## src/rtl/class_search_ctrl.sv

```systemverilog
// rtl/class_search_ctrl.sv - class hypervector arg-min Hamming search sequencer
// Optional macro CLASS_SEARCH_REJECT_EN adds reject_thresh / pred_reject.
module class_search_ctrl #(
    parameter int NUM_CLASSES = 8,
    parameter int NUM_FRAMES  = 3,
    parameter int FRAME_W     = 64,
    parameter int CLASS_ID_W  = 3,
    parameter int FRAME_IDX_W = 2,
    parameter int DIST_W      = 8
) (
    input  logic                   clk,
    input  logic                   rst_n,
    input  logic                   start,
    output logic                   busy,
    output logic [CLASS_ID_W-1:0]  rom_frame_id,
    output logic [FRAME_IDX_W-1:0] rom_frame_index,
    input  logic [FRAME_W-1:0]     rom_class_vec,
    input  logic [FRAME_W-1:0]     query_frame,
    output logic                   done,
    output logic [CLASS_ID_W-1:0]  pred_class,
    output logic [DIST_W-1:0]      pred_dist
`ifdef CLASS_SEARCH_REJECT_EN
    ,
    input  logic [DIST_W-1:0]      reject_thresh,
    output logic                   pred_reject
`endif
);

    localparam int PC_W = $clog2(FRAME_W + 1);
    localparam logic [CLASS_ID_W-1:0]  LAST_ID  = CLASS_ID_W'(NUM_CLASSES - 1);
    localparam logic [FRAME_IDX_W-1:0] LAST_IDX = FRAME_IDX_W'(NUM_FRAMES - 1);

    typedef enum logic [1:0] {IDLE, RUN, DRAIN, DONE} state_t;
    state_t state, state_next;

    logic                  s1_valid, s1_first, s1_last, s1_final;
    logic [PC_W-1:0]       s1_pc;
    logic [CLASS_ID_W-1:0] s1_class;
    logic                  s2_final;
    logic [DIST_W-1:0]     acc, acc_next, best_dist;
    logic [CLASS_ID_W-1:0] best_class;
    logic                  at_last_frame, at_last_addr;

    function automatic logic [PC_W-1:0] popcount(input logic [FRAME_W-1:0] v);
        logic [PC_W-1:0] n;
        n = '0;
        for (int i = 0; i < FRAME_W; i++) begin
            n = n + PC_W'(v[i]);
        end
        return n;
    endfunction

    assign at_last_frame = (rom_frame_index == LAST_IDX);
    assign at_last_addr  = at_last_frame && (rom_frame_id == LAST_ID);
    assign busy          = (state != IDLE);
    assign done          = (state == DONE);

    always_ff @(posedge clk or negedge rst_n) begin
        if (!rst_n) begin
            state <= IDLE;
        end else begin
            state <= state_next;
        end
    end

    always_comb begin
        state_next = state;
        case (state)
            IDLE:    if (start) state_next = RUN;
            RUN:     if (at_last_addr) state_next = DRAIN;
            DRAIN:   if (s2_final) state_next = DONE;
            DONE:    state_next = IDLE;
            default: state_next = IDLE;
        endcase
    end

    // Address walk; holds its last value outside RUN so the ROM may read freely.
    always_ff @(posedge clk or negedge rst_n) begin
        if (!rst_n) begin
            rom_frame_id    <= '0;
            rom_frame_index <= '0;
        end else if (state == IDLE && start) begin
            rom_frame_id    <= '0;
            rom_frame_index <= '0;
        end else if (state == RUN && !at_last_addr) begin
            if (at_last_frame) begin
                rom_frame_index <= '0;
                rom_frame_id    <= rom_frame_id + 1'b1;
            end else begin
                rom_frame_index <= rom_frame_index + 1'b1;
            end
        end
    end

    always_ff @(posedge clk or negedge rst_n) begin
        if (!rst_n) begin
            s1_valid <= 1'b0;
            s1_first <= 1'b0;
            s1_last  <= 1'b0;
            s1_final <= 1'b0;
            s1_pc    <= '0;
            s1_class <= '0;
        end else begin
            s1_valid <= (state == RUN);
            s1_first <= (rom_frame_index == '0);
            s1_last  <= at_last_frame;
            s1_final <= at_last_addr;
            s1_pc    <= popcount(query_frame ^ rom_class_vec);
            s1_class <= rom_frame_id;
        end
    end

    assign acc_next = (s1_first ? '0 : acc) + DIST_W'(s1_pc);

    // Strict less-than keeps the lower class id on ties.
    always_ff @(posedge clk or negedge rst_n) begin
        if (!rst_n) begin
            acc        <= '0;
            best_dist  <= '0;
            best_class <= '0;
            s2_final   <= 1'b0;
        end else begin
            s2_final <= s1_valid && s1_final;
            if (s1_valid) begin
                acc <= acc_next;
                if (s1_last && (s1_class == '0 || acc_next < best_dist)) begin
                    best_dist  <= acc_next;
                    best_class <= s1_class;
                end
            end
        end
    end

    always_ff @(posedge clk or negedge rst_n) begin
        if (!rst_n) begin
            pred_class <= '0;
            pred_dist  <= '0;
        end else if (state == DRAIN && s2_final) begin
            pred_class <= best_class;
            pred_dist  <= best_dist;
        end
    end

`ifdef CLASS_SEARCH_REJECT_EN
    always_ff @(posedge clk or negedge rst_n) begin
        if (!rst_n) begin
            pred_reject <= 1'b0;
        end else if (state == DRAIN && s2_final) begin
            pred_reject <= (best_dist > reject_thresh);
        end
    end
`endif

endmodule

```

## config.mk

```make
export PLATFORM = sky130hd
export DESIGN_NAME = class_search_ctrl
export DESIGN_NICKNAME = d
export VERILOG_FILES = /design/src/rtl/class_search_ctrl.sv
export SDC_FILE = /design/constraint.sdc
export NUM_CORES = 1
export LEC_CHECK = 0
export ABC_AREA = 1
export CORE_MARGIN = 5
export CORE_UTILIZATION = 43
export DETAILED_ROUTE_END_ITERATION = 7
export PLACE_DENSITY = 0.89
export SLEW_MARGIN = 20
export SYNTH_ARGS = -nofsm -noshare
export SYNTH_HDL_FRONTEND = slang
export SYNTH_SLANG_ARGS = --single-unit
```

## constraint.sdc

```tcl
create_clock -name clk -period 2.5 [get_ports clk]
set_input_delay 0.375 -clock clk [delete_from_list [all_inputs] [get_ports clk]]
set_output_delay 0.375 -clock clk [all_outputs]
set_load 0.01 [all_outputs]
```

* After elaboration in Yosys (flattened, before gate mapping)
Cells that the tools add are included. Widths: inputs -> output; s select.
Operators by class: equal/unequal tests 8, order comparisons 1, bitwise logic cells 1, reduce and logical (&&, ||, !) cells 17, mux-type cells 11, $add $sub $neg 66
Operators with widths (number):
- $add 7x1->7 | 57
- $xor 64x64->64 | 1
- $mux 2 | 6
- $mux 3 | 3
- $add 8x7->8 | 1
- $lt 8x8->1 | 1
- $mux 8 | 1
- $pmux 2 s4 | 1
- $add 6x1->7 | 1
- $add 5x1->6 | 1
- $eq 2x2->1 const B | 3
- $logic_and 1x1->1 | 6
- $ne 2x2->1 const B | 3
- $reduce_bool 2->1 | 3
- $add 4x1->5 | 1
- $add 3x1->4 | 1
- $logic_not 2->1 | 2
- $reduce_and 2->1 | 2
- $add 2x1->3 | 1
- $add 3x1->3 const B | 1
- $eq 3x3->1 const B | 1
- $logic_not 3->1 | 1
- $reduce_and 3->1 | 1
- $add 1x1->2 | 1
- 4 further kinds | 4
Word-level totals: output and inout port bits 18, logic and storage cells 119, flip-flop bits (word level) 52, input port bits 131

* Logic depth before layout (Yosys ltp)
depth in word-level cells 64, mapped depth 20, mapped depth without buffers 20

* Worst setup path after synthesis
Ideal clock, no wire load.
path kind input to register, from input rom_class_vec[11], to register s1_pc[6], library setup time 0.124 ns, arrival time 5.703 ns, path slack -3.327 ns, required time 2.376 ns, buffers on the path 0, stages on the path 19, cells stage by stage xor2_1 fa_1 inv_1 fa_1 inv_1 fa_1 fa_1 fa_1 fa_1 inv_1 fa_1 fa_1 inv_1 ha_1 fa_1 nand3_1 nand2_1 a21oi_1 o21bai_1
Between the ends: word-level cells in the longest chain between the ends 54
Ends and longest elaborated chain:
- from (decl) | line 17 | input logic [FRAME_W-1:0] rom_class_vec,
- $xor 64x64->64 | line 108 | s1_pc <= popcount(query_frame ^ rom_class_vec);
- $add 7x1->7 (53 in series) | line 48 | n = n + PC_W'(v[i]);
- to (signal assigned) | line 108
- to (decl) | line 37 | logic [PC_W-1:0] s1_pc;
Every way passes these cells. A chain may end at the register's enable or synchronous reset.

* Worst setup path in the final report
from input query_frame[63], to register s1_pc[2]
Between the ends: word-level cells in the longest chain between the ends 2
Ends and longest elaborated chain:
- from (decl) | line 18 | input logic [FRAME_W-1:0] query_frame,
- $xor 64x64->64 | line 108
- $add 7x1->7 | line 48
Every way passes these cells.

==> flow_summary.yaml <==
sta:
  tightest_slew_ns: 0.680
  relSlewSlack: 0.546
  layout_setup_ws_ns: -3.10
  rsz0062_at_grt: "true"
  drv_slew: 0
  min_period_ns: 5.60
  clock_skew_ns: 0.00474
  hold_violations: 0
  setup_violations: 18
  fin_setup_tns_ns: -23.30
  fin_crit_sh: 2.24
  fin_hold_ws_ns: 0.439
  max_freq_ghz: 0.179
synth:
  yosysTopAreaCell: "dfrtp_1"
  yosysWarnings: 0
  yosysMostFrequentCell: "inv_1"
  synthTopCellsByArea: "dfrtp_1 28%, fa_1 24%, ha_1 9.8%"
  synth_ff_type: "dfrtp_1"
  synthCells: 477
  synth.distinct_cells: 26
  ys_seq_area_frac: 0.282
  syn_nets: 699
  synth_edf_count: 0
  synth-async-reset-ratio: 1.00
  ys_ff_latch: 52
  avgSynthCellArea_um2: 9.67
  synth_top_area_frac: 0.282
  synth_commonest_cells: "94 x inv_1, 72 x nand2_1, 55 x fa_1"
  synth_area_um2: 4610
setup_path:
  crit_slowest_cell: "fa_1"
  start_kind: "input pin"
  critPathBufInv: 7
  critPathRequiredTime_ns: 2.71
  r2r_setup_slack_ns: -0.28
  crit_path_frequent_cell: "fa_1"
  crit_chain: "buf_6, xor2_2, fa_1, fa_1, inv_2, fa_1, fa_1, fa_1, inv_2, fa_2, inv_2, fa_2, fa_1, inv_2, ha_4, fa_2, buf_4, buf_6, xor2_1"
  arrival_ns: 5.80
  cp_top_family: "adder cells"
  endpoint_kind: "register"
  slowest_delay_ns: 0.56
  path_max_fanout: 2
  critical_path_class: "in2reg"
global_route:
  grt_max_degree: 20
  grt-ovfl-total: 0
  grt_usage: 0.200
  first_global_vias: 4564
  antenna_found_initial: 0
  grt_pass1_wl_um: 20700
layout:
  utilization: 0.683
  drive_gt1_frac: 0.311
  area_growth_pct: 54.2
  fin_nets: 887
  diodes: 0
clock_network:
  cts_root_buffer: "clkbuf_8"
  cts_tree: "yes"
  numCtsBuffers: 5
  clk_latency_ns: 0.31
  htreeDepth: 2
  cts_buffer_depth: 2
  clkTransAtPathRegs_ns: 0.10
  cts_sinks: 52
status:
  outcome: "finished with violations"
  violations: "negative setup slack"
floorplan:
  die_w_um: 114
  initial_utilization: 0.443
  io-pin-count: 149
  die_height_um: 114
  die_area_um2: 12900
  fp-row-count: 37
  core_area_um2: 10400
worst_hold_path:
  hp-class: "reg2reg"
place:
  hpwl_um: 9810
  io_buffers: 148
  place.gp.congestion: 0.968
route:
  drt_wl_total_um: 13200
  drt-vias-per-instance: 4.96
  wl_per_cell_um: 16.4
  detail_route.iter0.violations: 244
  first_pass_iters: 5
  drc: 0
  via_count: 3974
  ant_nets: 0
job:
  maxCapViolations: 0
==> final timing paths <==
kind / startpoint / to / cells after the start
setup / recovery: query_frame[63] / s1_pc[2]$_DFF_PN0_ / 19
hold / removal: rom_frame_id[1]$_DFFE_PN0P_ / s1_class[1]$_DFF_PN0_ / 0
setup reg to reg: s1_first$_DFF_PN0_ / best_dist[2]$_DFFE_PN0P_ / 19
hold reg to reg: rom_frame_id[1]$_DFFE_PN0P_ / s1_class[1]$_DFF_PN0_ / 0
max in group asynchronous: rst_n / s1_first$_DFF_PN0_ / 3
min in group asynchronous: rst_n / pred_dist[2]$_DFFE_PN0P_ / 2
==> layer usage <==
| layer | GRT usage | vias to the layer above | share of wire |
|---|---|---|---|
| met3 | 0.0414 | 57 | 0.055 |
| met1 | 0.185 | 1931 | 0.32 |
| met5 | 0 | - | 0 |
| met4 | 0.0753 | 0 | 0.042 |
| li1 | - | 1809 | - |
| met2 | 0.417 | 177 | 0.59 |
==> per-stage QoR <==
stage,setup slack (ns),instances,cell area (um^2)
global placement,-3.77,777,6480
floorplan,-3.11,477,4700
CTS,-3.14,799,6940
finish,-3.10,802,7110
global route,-3.22,802,7110
detailed placement,-3.88,777,6480
==> repair_timing <==
item                       4_1_cts  5_1_grt
setup buffers                   12        3
pin swaps                      101       66
hold endpoints to repair        17        0
setup endpoints to repair       18       18
gates cloned                     1        0
gates resized for setup        235       76
hold buffers                     1        0
==> kinds of logic (layout without fill, tap and decap cells) <==
| family | after synthesis | count (layout) | synth area share |
|---|---|---|---|
| adder cells (fa/ha/maj) | 91 | 91 | 0.336 |
| flip-flops | 52 | 52 | 0.282 |
| XOR/XNOR | 71 | 71 | 0.135 |
| buffers and inverters | 100 | 288 | 0.0841 |
| AND/OR/NAND/NOR | 120 | 121 | 0.107 |
| multiplexers | 4 | 4 | 0.00976 |
| AO/OA/AOI/OAI | 39 | 39 | 0.0458 |
==> registers in the layout, indices dropped and copies added (netlist names) <==
register         cells
acc                  8
best_dist            8
pred_dist            8
s1_pc                7
best_class           3
pred_class           3
rom_frame_id         3
s1_class             3
rom_frame_index      2
state                2
s1_final             1
s1_first             1
s1_last              1
s1_valid             1
s2_final             1
==> final cells by class <==
cell class                 count  area (um^2)
tap                          136          170
clock inverter                 2         38.8
sequential                    52         1300
multi-input combinational    326         3550
fill                         685         3300
clock buffer                   6         72.6
timing repair buffer         186         1630
inverter                      94          353
==> cells in the final DEF (no fill, tap or decap), drive strengths merged, types with 19 or more instances in the layout <==
| cell type | instances |
|---|---|
| inv | 95 |
| clkdlybuf4s50 | 81 |
| nand2 | 75 |
| buf | 64 |
| fa | 55 |
| dfrtp | 52 |
| xor2 | 42 |
| ha | 36 |
| xnor2 | 29 |
| o21ai | 24 |
| nor2 | 20 |
| nand3 | 19 |
Power is not shown: default switching activity piles up to over one toggle a cycle in this logic, so the estimate is an artifact.
